<file path="src/rtl/prescaler_pkg.sv">
// Shared types and constants for the two-stage prescaler timebase.
package prescaler_pkg;

  typedef enum logic {
    IDLE = 1'b0,
    RUN  = 1'b1
  } state_e;

  localparam logic MODE_CONT    = 1'b0;
  localparam logic MODE_ONESHOT = 1'b1;

endpackage

</file>
<file path="src/rtl/prescaler_stage.sv">
// One reloading down-counter stage: wraps when advanced at zero and registers a tick pulse.
module prescaler_stage #(
  parameter int W = 8
) (
  input  logic         clk,
  input  logic         rst_n,
  input  logic         clr_i,
  input  logic         load_i,
  input  logic         adv_i,
  input  logic [W-1:0] reload_i,
  output logic         wrap_o,
  output logic         tick_o
);

  logic [W-1:0] cnt_q, cnt_d;
  logic         tick_q, tick_d;

  // Combinational wrap lets the next stage advance on the same edge.
  assign wrap_o = adv_i && (cnt_q == '0);
  assign tick_o = tick_q;

  always_comb begin
    cnt_d  = cnt_q;
    tick_d = 1'b0;
    if (clr_i) begin
      cnt_d = '0;
    end else if (load_i) begin
      cnt_d = reload_i;
    end else if (adv_i) begin
      if (cnt_q != '0) begin
        cnt_d = cnt_q - W'(1);
      end else begin
        cnt_d  = reload_i;
        tick_d = 1'b1;
      end
    end
  end

  always_ff @(posedge clk or negedge rst_n) begin
    if (!rst_n) begin
      cnt_q  <= '0;
      tick_q <= 1'b0;
    end else begin
      cnt_q  <= cnt_d;
      tick_q <= tick_d;
    end
  end

endmodule

</file>
<file path="src/rtl/prescaler_tick_gen.sv">
// Two-stage programmable prescaler: tick enables at two divided rates, square wave,
// continuous/one-shot modes and divisor reload aligned to tick1 boundaries.
module prescaler_tick_gen
  import prescaler_pkg::*;
#(
  parameter int            W0       = 16,
  parameter int            W1       = 9,
  parameter logic [W0-1:0] DIV0_RST = {W0{1'b1}},
  parameter logic [W1-1:0] DIV1_RST = {W1{1'b1}}
) (
  input  logic          PCLK,
  input  logic          PRESETn,
  input  logic          en,
  input  logic          mode,
  input  logic          start,
  input  logic          div_load,
  input  logic [W0-1:0] div0_i,
  input  logic [W1-1:0] div1_i,
  output logic          tick0_o,
  output logic          tick1_o,
  output logic          sq_o,
  output logic          busy_o,
  output logic          done_o
);

  state_e        state_q, state_d;
  logic          mode_q, mode_d;
  logic          sq_q, sq_d;
  logic          done_q, done_d;
  logic          pending_q, pending_d;
  logic [W0-1:0] div0_act_q, div0_act_d, div0_sh_q, div0_sh_d;
  logic [W1-1:0] div1_act_q, div1_act_d, div1_sh_q, div1_sh_d;

  logic          run, adv0, start_run, wrap0, wrap1;
  logic [W0-1:0] reload0;
  logic [W1-1:0] reload1;

  assign run       = (state_q == RUN);
  assign adv0      = run && en;
  assign start_run = (state_q == IDLE) && en && ((mode == MODE_CONT) || start);

  // At a tick1 wrap the reload already uses the divisor that becomes active on this edge.
  always_comb begin
    reload0 = div0_act_q;
    reload1 = div1_act_q;
    if (div_load && (wrap1 || !run)) begin
      reload0 = div0_i;
      reload1 = div1_i;
    end else if (wrap1 && pending_q) begin
      reload0 = div0_sh_q;
      reload1 = div1_sh_q;
    end
  end

  prescaler_stage #(.W(W0)) u_stage0 (
    .clk      (PCLK),
    .rst_n    (PRESETn),
    .clr_i    (!en),
    .load_i   (start_run),
    .adv_i    (adv0),
    .reload_i (reload0),
    .wrap_o   (wrap0),
    .tick_o   (tick0_o)
  );

  prescaler_stage #(.W(W1)) u_stage1 (
    .clk      (PCLK),
    .rst_n    (PRESETn),
    .clr_i    (!en),
    .load_i   (start_run),
    .adv_i    (wrap0),
    .reload_i (reload1),
    .wrap_o   (wrap1),
    .tick_o   (tick1_o)
  );

  always_comb begin
    state_d    = state_q;
    mode_d     = mode_q;
    sq_d       = sq_q;
    done_d     = 1'b0;
    pending_d  = pending_q;
    div0_act_d = div0_act_q;
    div1_act_d = div1_act_q;
    div0_sh_d  = div0_sh_q;
    div1_sh_d  = div1_sh_q;

    case (state_q)
      IDLE: begin
        if (start_run) begin
          state_d = RUN;
          mode_d  = mode;
        end
      end
      RUN: begin
        if (!en) begin
          state_d = IDLE;
        end else if (wrap1 && (mode_q == MODE_ONESHOT)) begin
          state_d = IDLE;
          done_d  = 1'b1;
        end
      end
      default: state_d = IDLE;
    endcase

    if (!en) begin
      sq_d = 1'b0;
    end else if (wrap1) begin
      sq_d = ~sq_q;
    end

    if (div_load) begin
      div0_sh_d = div0_i;
      div1_sh_d = div1_i;
      if (!adv0 || wrap1) begin
        div0_act_d = div0_i;
        div1_act_d = div1_i;
        pending_d  = 1'b0;
      end else begin
        pending_d  = 1'b1;
      end
    end else if (wrap1 && pending_q) begin
      div0_act_d = div0_sh_q;
      div1_act_d = div1_sh_q;
      pending_d  = 1'b0;
    end
  end

  always_ff @(posedge PCLK or negedge PRESETn) begin
    if (!PRESETn) begin
      state_q    <= IDLE;
      mode_q     <= MODE_CONT;
      sq_q       <= 1'b0;
      done_q     <= 1'b0;
      pending_q  <= 1'b0;
      div0_act_q <= DIV0_RST;
      div1_act_q <= DIV1_RST;
      div0_sh_q  <= DIV0_RST;
      div1_sh_q  <= DIV1_RST;
    end else begin
      state_q    <= state_d;
      mode_q     <= mode_d;
      sq_q       <= sq_d;
      done_q     <= done_d;
      pending_q  <= pending_d;
      div0_act_q <= div0_act_d;
      div1_act_q <= div1_act_d;
      div0_sh_q  <= div0_sh_d;
      div1_sh_q  <= div1_sh_d;
    end
  end

  assign sq_o   = sq_q;
  assign done_o = done_q;
  assign busy_o = (state_q == RUN);

endmodule

</file>
<file path="config.mk">
export PLATFORM = sky130hd
export DESIGN_NAME = prescaler_tick_gen
export DESIGN_NICKNAME = d
export VERILOG_FILES = /design/src/rtl/prescaler_pkg.sv /design/src/rtl/prescaler_stage.sv /design/src/rtl/prescaler_tick_gen.sv
export SDC_FILE = /design/constraint.sdc
export NUM_CORES = 1
export LEC_CHECK = 0
export ABC_AREA = 1
export BUFFER_PORTS_ARGS = -buffer_cell sky130_fd_sc_hd__clkbuf_2
export CORE_UTILIZATION = 40
export CTS_CLUSTER_DIAMETER = 80
export CTS_CLUSTER_SIZE = 8
export DETAILED_ROUTE_END_ITERATION = 10
export GPL_TIMING_DRIVEN = 0
export PLACE_DENSITY_LB_ADDON = 0.08
export REMOVE_ABC_BUFFERS = 1
export SYNTH_ARGS = -nofsm -noshare
export SYNTH_HDL_FRONTEND = slang
export SYNTH_SLANG_ARGS = --single-unit
</file>
<file path="constraint.sdc">
create_clock -name PCLK -period 5.3 [get_ports PCLK]
set_input_delay 1.325 -clock PCLK [delete_from_list [all_inputs] [get_ports PCLK]]
set_output_delay 1.325 -clock PCLK [all_outputs]
set_load 0.1 [all_outputs]
</file>
==> results by group, run 1 <==
Status
  – Status: finished clean

CTS
  – Clock Path Buffers: 2
  – Clk slew on worst S/H paths: 60 ps
  – Post_cts resized: 0
  – Clk_lat worst skew: 350 ps
  – Clock buffer count from CTS: 9
  – Clock root buffer master: clkbuf_16
  – H-Tree Depth: 3
  – CTS hold repair buffers: 0
  – Post-CTS Setup Bufs: 0
  – TritonCTS clock tree: yes
  – Clk sink count: 82

STA
  – Tcrit/Tclk final: 63.8%
  – Setup Skew: 7.16 ps
  – Final Hold Viols: 0
  – F_max: 296 MHz
  – Worst setup margin: 1920 ps
  – RSZ-0062 raised after global routing: false
  – Slew Viols, Final: 0
  – Tmin final: 3380 ps
  – Finish-stage setup viols: 0
  – Slew @ Worst Pin: 1140 ps
  – Slew headroom: 23.6%
  – Setup_tns: 0 ps

Floorplan
  – Die Ht: 116 um
  – Initial Util: 40.9%
  – # IOs: 36
  – Die area: 0.0134 sq mm
  – Row Count: 41
  – CORE AREA: 0.0126 sq mm
  – DIE WIDTH: 116 um

Cells and area
  – Inserted Diodes: 0
  – Area Overhead vs Synth: 11.4%
  – Layout cell share with drive strength beyond 1: 19.0%
  – Nets: 787
  – Utilization after layout: 45.6%
  – Fin cells: 930

Yosys
  – Synth Instances: 733
  – Yosys warnings: 0
  – EDFF count, synth: 0
  – Sequential share of the synthesized area: 40.9%
  – Synth unique cells: 40
  – Synth async-reset ratio: 100%
  – Cell Area, Synth: 0.00516 sq mm
  – Avg Cell Area, Syn: 7.05 sq um
  – Yosys reg bits: 82
  – Synth Flop Type: dfstp_2

Detailed routing
  – Pre-antenna DRT Iters: 5
  – Via density: 4.85
  – Met3 WL: 469 um
  – Met2 wire length: 6030 um
  – Drt total wl: 12600 um
  – Vias: 4514
  – Final ANT Viol Nets: 0
  – Avg WL per Cell: 13.5 um
  – Drc violations: 0
  – DR top layer: met4
  – M1 WL: 5900 um
  – Iteration-0 DRC Markers: 226

Global route
  – First-pass GRT wire length: 21100 um
  – Total gr overflow: 0
  – Vias in the first global route: 4313
  – Initial antenna violation count: 0
  – Total GRT Usage: 20.7%
  – Largest net degree at the start of global routing: 69

Worst setup path
  – Worst R2R Setup Slack: 2480 ps
  – Critical path type: input pin to flop
  – R2R depth: 12
  – End of the critical path: div0_act_q[11]
  – CP Launch Point: div_load
  – Worst path required time: 5560 ps
  – Worst Path Arrival: 3650 ps
  – Worst r2r dst: u_stage0.cnt_q[12]
  – Setup crit end kind: flop
  – Worst r2r src: u_stage0.cnt_q[0]
  – Critical path launch point type: input pin
  – Largest fanout on the critical path: 45

Place
  – Final HPWL from detailed placement: 8060 um
  – Total placed cells including tap cells: 913
  – Routability cong.: 0.788
  – Port Buffer Count: 35
  – Setup WS pre-CTS: 751 ps

Pwr
  – Peak supply drop: 0.223 mV
  – PwrDens: 453 mW/mm^2
  – Pleak: 3.15 nW
  – Pwr Total: 2.61 mW

Worst hold path
  – Hold Crit Start: div0_act_q[1]
  – Hold crit path type: flop to flop

Run
  – Max-Cap Viols: 0
## sequential cells by signal, indices dropped and copies added, names as in the netlist
register / cells
div0_act_q: 16
div0_sh_q: 16
u_stage0.cnt_q: 16
div1_act_q: 9
div1_sh_q: 9
u_stage1.cnt_q: 9
busy_o: 1
done_o: 1
mode_q: 1
pending_q: 1
sq_o: 1
u_stage0.tick_o: 1
u_stage1.tick_o: 1
## critical path: stages
cell	delay [ps]
buf_2	400
buf_12	280
inv_2	320
nor3_4	520
inv_2	420
a31oi_1	300
## where the power goes
part           internal, mW  switching, mW  leakage [nW]
logic                 0.348          0.637          2.04
registers             0.787          0.120         0.947
clock network         0.451          0.265         0.165
## routing by layer
layer,vias up,track usage (%)
met5,-,0
met4,0,7.26
met3,13,4.13
met2,84,35.5
met1,2106,25.9
li1,2311,-
## kinds of logic (layout without fill, tap and decap cells)
kind of cell	after synthesis	after routing	share of synthesized area, %
compound gates	88	88	10.5
xor+xnor	9	9	1.53
fa+ha+maj	3	3	0.727
buf+inv	131	156	11.1
flops	82	82	40.9
simple gates	420	420	35.2
## cell type report
type	count	area (sq um)
timing repair buffer	37	225
fill	1348	6860
clock buffer	12	267
inverter	103	387
clock inverter	4	72.6
multi-input combinational	520	2470
sequential	82	2110
tap	172	215
## cells in the mapped netlist (2+ instances only)
master	instances	area, sq um
a21o_1	2	15.0
a21oi_1	10	50.1
a31oi_1	17	106
buf_1	3	11.3
buf_12	2	40.0
buf_2	8	40.0
buf_6	5	56.3
clkbuf_1	9	33.8
dfrtp_1	32	801
dfstp_2	50	1310
ha_1	3	37.5
inv_1	97	364
inv_2	5	18.8
nand2_1	293	1100
nand2_4	2	22.5
nand3_1	49	245
nand3_2	8	80.1
nand3_4	2	35.0
nand4_1	2	12.5
nor2_1	48	180
nor2_2	5	31.3
nor2_4	4	45.0
nor3_1	3	15.0
o21ai_0	28	140
o21ai_1	13	65.1
o21ai_2	9	78.8
o21bai_1	4	30.0
xnor2_1	3	26.3
xor2_1	6	52.6
## metrics by stage
stage	cell area, sq um	hold WS (ps)
finish	5760	467
global route	5760	480
CTS	5740	471
detailed placement	5400	460
global placement	5370	457
floorplan	4980	447
## cell usage in the layout (no fill, tap or decap), types with 2 or more instances in the layout
cell / n
a21oi_1: 10
o21ai_1: 13
bufinv_16: 2
clkbuf_8: 3
nand2_4: 2
nand3_2: 8
nor2_2: 5
nor2_4: 4
nand4_1: 2
ha_1: 3
inv_1: 97
dfstp_2: 50
a31oi_1: 17
clkbuf_2: 33
inv_2: 5
nand2_1: 293
nor2_1: 48
xor2_1: 6
nor3_1: 3
nand3_1: 49
nand3_4: 2
a21o_1: 2
o21ai_2: 9
clkbuf_16: 9
xnor2_1: 3
dfrtp_1: 32
o21bai_1: 4
o21ai_0: 28
## worst min path at each step
stage / to / slack, ps / depth (start not counted)
after floorplan: div0_act_q[0] / 450 / 2
after global placement: div1_act_q[3] / 460 / 2
after detailed placement: div0_act_q[4] / 460 / 2
after CTS: div0_act_q[4] / 470 / 2
after global routing: div0_act_q[3] / 480 / 2
final: div0_act_q[1] / 470 / 2
Note: power is estimated with default switching activity, not from simulation.
==> inputs of run 2 (changes only) <==
- ABC_AREA: 1 -> 0
- clock period: 5.3 -> 3.5 ns (I/O delays scaled with it)
==> results by group, run 2 <==
Yosys
  – Top-area cell type share of the netlist area: 29.2% (+3.8 points)
  – EDFF count, synth: 0 (unchanged)
  – Cell Area, Synth: 0.00449 sq mm (-13%)
  – Synth Flop Type: dfstp_2
  – Yosys warnings: 0 (unchanged)
  – Most frequent cell after synthesis: mux2i_1
  – Synth Instances: 429 (-41%)
  – Yosys reg bits: 82 (unchanged)
  – Synth unique cells: 51 (+28%)
  – Area contributors post-synth: dfstp_2 (29%), dfrtp_1 (18%), mux2i_1 (12%), mux2_2 (6.3%), a221o_1 (4.9%)
  – Synth async-reset ratio: 100% (unchanged)
  – Library cell with the largest summed area after synthesis: dfstp_2
  – Sequential share of the synthesized area: 47.1% (+6.1 points)
  – Avg Cell Area, Syn: 10.5 sq um (+49%)
  – Post-synth top cells: mux2i_1 (53), dfstp_2 (50), nand2_1 (46)

Pwr
  – Pwr Total: 2.79 mW (+6.8%)
  – Pleak: 2.15 nW (-32%)
  – PwrDens: 543 mW/mm^2 (+20%)
  – Peak supply drop: 0.203 mV (-8.8%)

Cells and area
  – Layout cell share with drive strength beyond 1: 31.6% (+13 points)
  – Fin cells: 608 (-35%)
  – Nets: 497 (-37%)
  – Most frequent cells in the layout: mux2i_1 (53), dfstp_2 (50), nand2_1 (46), nor2_1 (41), clkbuf_2 (33)
  – Area Overhead vs Synth: 14.2%
  – Most common cell after layout, fill and taps aside: mux2i_1
  – Largest regs: div0_act_q (16), div0_sh_q (16), u_stage0.cnt_q (16)
  – Design Area, Final: 0.00513 sq mm (-11%)
  – Inserted Diodes: 0 (unchanged)

Floorplan
  – Initial Util: 41.3% (+0.33 points)
  – # IOs: 36 (unchanged)
  – Die Ht: 108 um (-6.6%)
  – Die area: 0.0117 sq mm (-13%)
  – DIE WIDTH: 108 um (-6.6%)
  – Row Count: 38 (-7.3%)
  – CORE AREA: 0.0109 sq mm (-14%)

Worst setup path
  – Worst path required time: 3760 ps (-1800 ps)
  – Critical path type: flop to flop
  – Critical path launch point type: flop
  – Worst path slowest cell: or4_4
  – Slowest stage delay, CP: 580 ps (+60 ps)
  – End of the critical path: u_stage0.cnt_q[3]
  – CP dominant cell by count: buf_8
  – Largest fanout on the critical path: 8 (-82%)
  – Worst-path cell chain: inv_1 -> ha_1 -> or4b_4 -> or4_4 -> nor4_4 -> buf_8 -> buf_8 -> mux2i_1 -> o21ai_1 -> a221o_1
  – Setup crit end kind: flop
  – Worst R2R Setup Slack: 270 ps (-2210 ps)
  – CP Launch Point: u_stage1.cnt_q[0]
  – Worst r2r dst: u_stage0.cnt_q[3]
  – R2R depth: 10 (-2)
  – Worst Path Arrival: 3490 ps (-160 ps)
  – Worst r2r src: u_stage1.cnt_q[0]

CTS
  – Clock buffer count from CTS: 9 (unchanged)
  – Clk sink count: 82 (unchanged)
  – Clock root buffer master: clkbuf_8
  – H-Tree Depth: 3 (unchanged)
  – Clock Path Buffers: 2 (unchanged)
  – Clk slew on worst S/H paths: 90 ps (+30 ps)
  – TritonCTS clock tree: yes
  – Clk_lat worst skew: 370 ps (+20 ps)
  – CTS hold repair buffers: 0 (unchanged)

STA
  – Slew @ Worst Pin: 1120 ps (-19.0 ps)
  – Final Hold Viols: 0 (unchanged)
  – Tmin final: 3230 ps
  – Tcrit/Tclk final: 92.4%
  – Worst setup margin: 265 ps (-1650 ps)
  – Slew headroom: 24.9% (+1.3 points)
  – RSZ-0062 raised after global routing: false
  – F_max: 309 MHz
  – Slew Viols, Final: 0 (unchanged)
  – Setup Skew: 14.2 ps (+7.06 ps)
  – Finish-stage setup viols: 0 (unchanged)

Place
  – Final HPWL from detailed placement: 7300 um (-9.5%)
  – Setup WS pre-CTS: -731 ps (-1480 ps)
  – Routability cong.: 0.852 (+8.1%)
  – Total placed cells including tap cells: 587 (-36%)
  – Placed cell areas: 0.00487 sq mm (-9.7%)
  – Port Buffer Count: 35 (unchanged)

Global route
  – Total gr overflow: 0 (unchanged)
  – First-pass GRT wire length: 17900 um (-15%)
  – Largest net degree at the start of global routing: 56 (-19%)
  – Initial antenna violation count: 0 (unchanged)
  – Vias in the first global route: 3443 (-20%)
  – Total GRT Usage: 20.1% (-0.52 points)

Worst hold path
  – Hold crit path type: input pin to async pin

Detailed routing
  – Via density: 5.73 (+18%)
  – Final ANT Viol Nets: 0 (unchanged)
  – Pre-antenna DRT Iters: 4 (-1)
  – Drc violations: 0 (unchanged)
  – Iteration-0 DRC Markers: 203 (-10%)
  – Vias: 3486 (-23%)
  – Avg WL per Cell: 17.6 um (+30%)
  – Drt total wl: 10700 um (-15%)

Status
  – Status: finished clean

Run
  – Max-Cap Viols: 0 (unchanged)
==> run 2: worst min-delay path by stage <==
stage	slack, ps	to	from	cells past startpoint
CTS	500	busy_o	PRESETn	1
global route	530	u_stage1.cnt_q[6]	u_stage1.cnt_q[6]	1
detailed placement	490	u_stage1.cnt_q[6]	u_stage1.cnt_q[6]	1
global placement	490	u_stage1.cnt_q[6]	u_stage1.cnt_q[6]	1
finish	490	busy_o	PRESETn	1
floorplan	460	u_stage1.cnt_q[6]	u_stage1.cnt_q[6]	1
==> run 2: routing by layer <==
layer,GRT usage (%),part of all wire (%)
met1,27.4,47
met2,32.7,49
met3,2.53,2.8
met5,0,0
met4,7.93,1.6
==> run 2: area by class of cell <==
| type | instances | area, sq um |
|---|---|---|
| clock buffer | 13 | 170 |
| clock inverter | 3 | 21.3 |
| fill | 1005 | 5760 |
| inverter | 5 | 18.8 |
| multi-input combinational | 318 | 2280 |
| sequential | 82 | 2110 |
| tap | 140 | 175 |
| timing repair buffer | 47 | 344 |
==> run 2: per-stage QoR <==
step,utilization [%],TNS [ps],hold slack [ps]
after floorplan,-,-40020,464
after global placement,43.4,-115920,491
after detailed placement,44.8,-8770,491
after CTS,46.9,0,501
after global routing,47.1,0,535
final,47.1,0,492
==> run 2: logic make-up (layout without fill, tap and decap cells) <==
group,after synthesis,after routing,share of synthesized area (%)
AOI/OAI and AO/OA,95,95,15.4
xor gates and xnor gates,1,1,0.195
adders and majority gates,3,3,0.836
buffers and inverters,29,68,3.01
DFF,82,82,47.1
muxes,78,78,18.1
and+or+nand+nor,141,141,15.4
==> run 2: repair_timing <==
| item | in CTS | in global routing |
|---|---|---|
| resized for setup | 3 | 2 |
| setup buffers | 3 | 2 |
| setup endpoints to repair | 26 | 30 |
| pin swaps | 1 | 1 |
==> run 2: where the power goes <==
group	internal, mW	total, mW	switching (mW)
Combinational	0.344	0.805	0.460
Clock	0.322	0.684	0.363
Sequential	1.16	1.30	0.139
Total	1.82	2.79	0.962
==> run 2: critical path: cells and delay by family, from the launching register on <==
| family | cells | cell delay [ps] |
|---|---|---|
| AOI/OAI and AO/OA | 2 | 440 |
| DFF | 1 | 380 |
| and+or+nand+nor | 3 | 1350 |
| buffers and inverters | 3 | 470 |
| muxes | 1 | 240 |
| adders and majority gates | 1 | 220 |
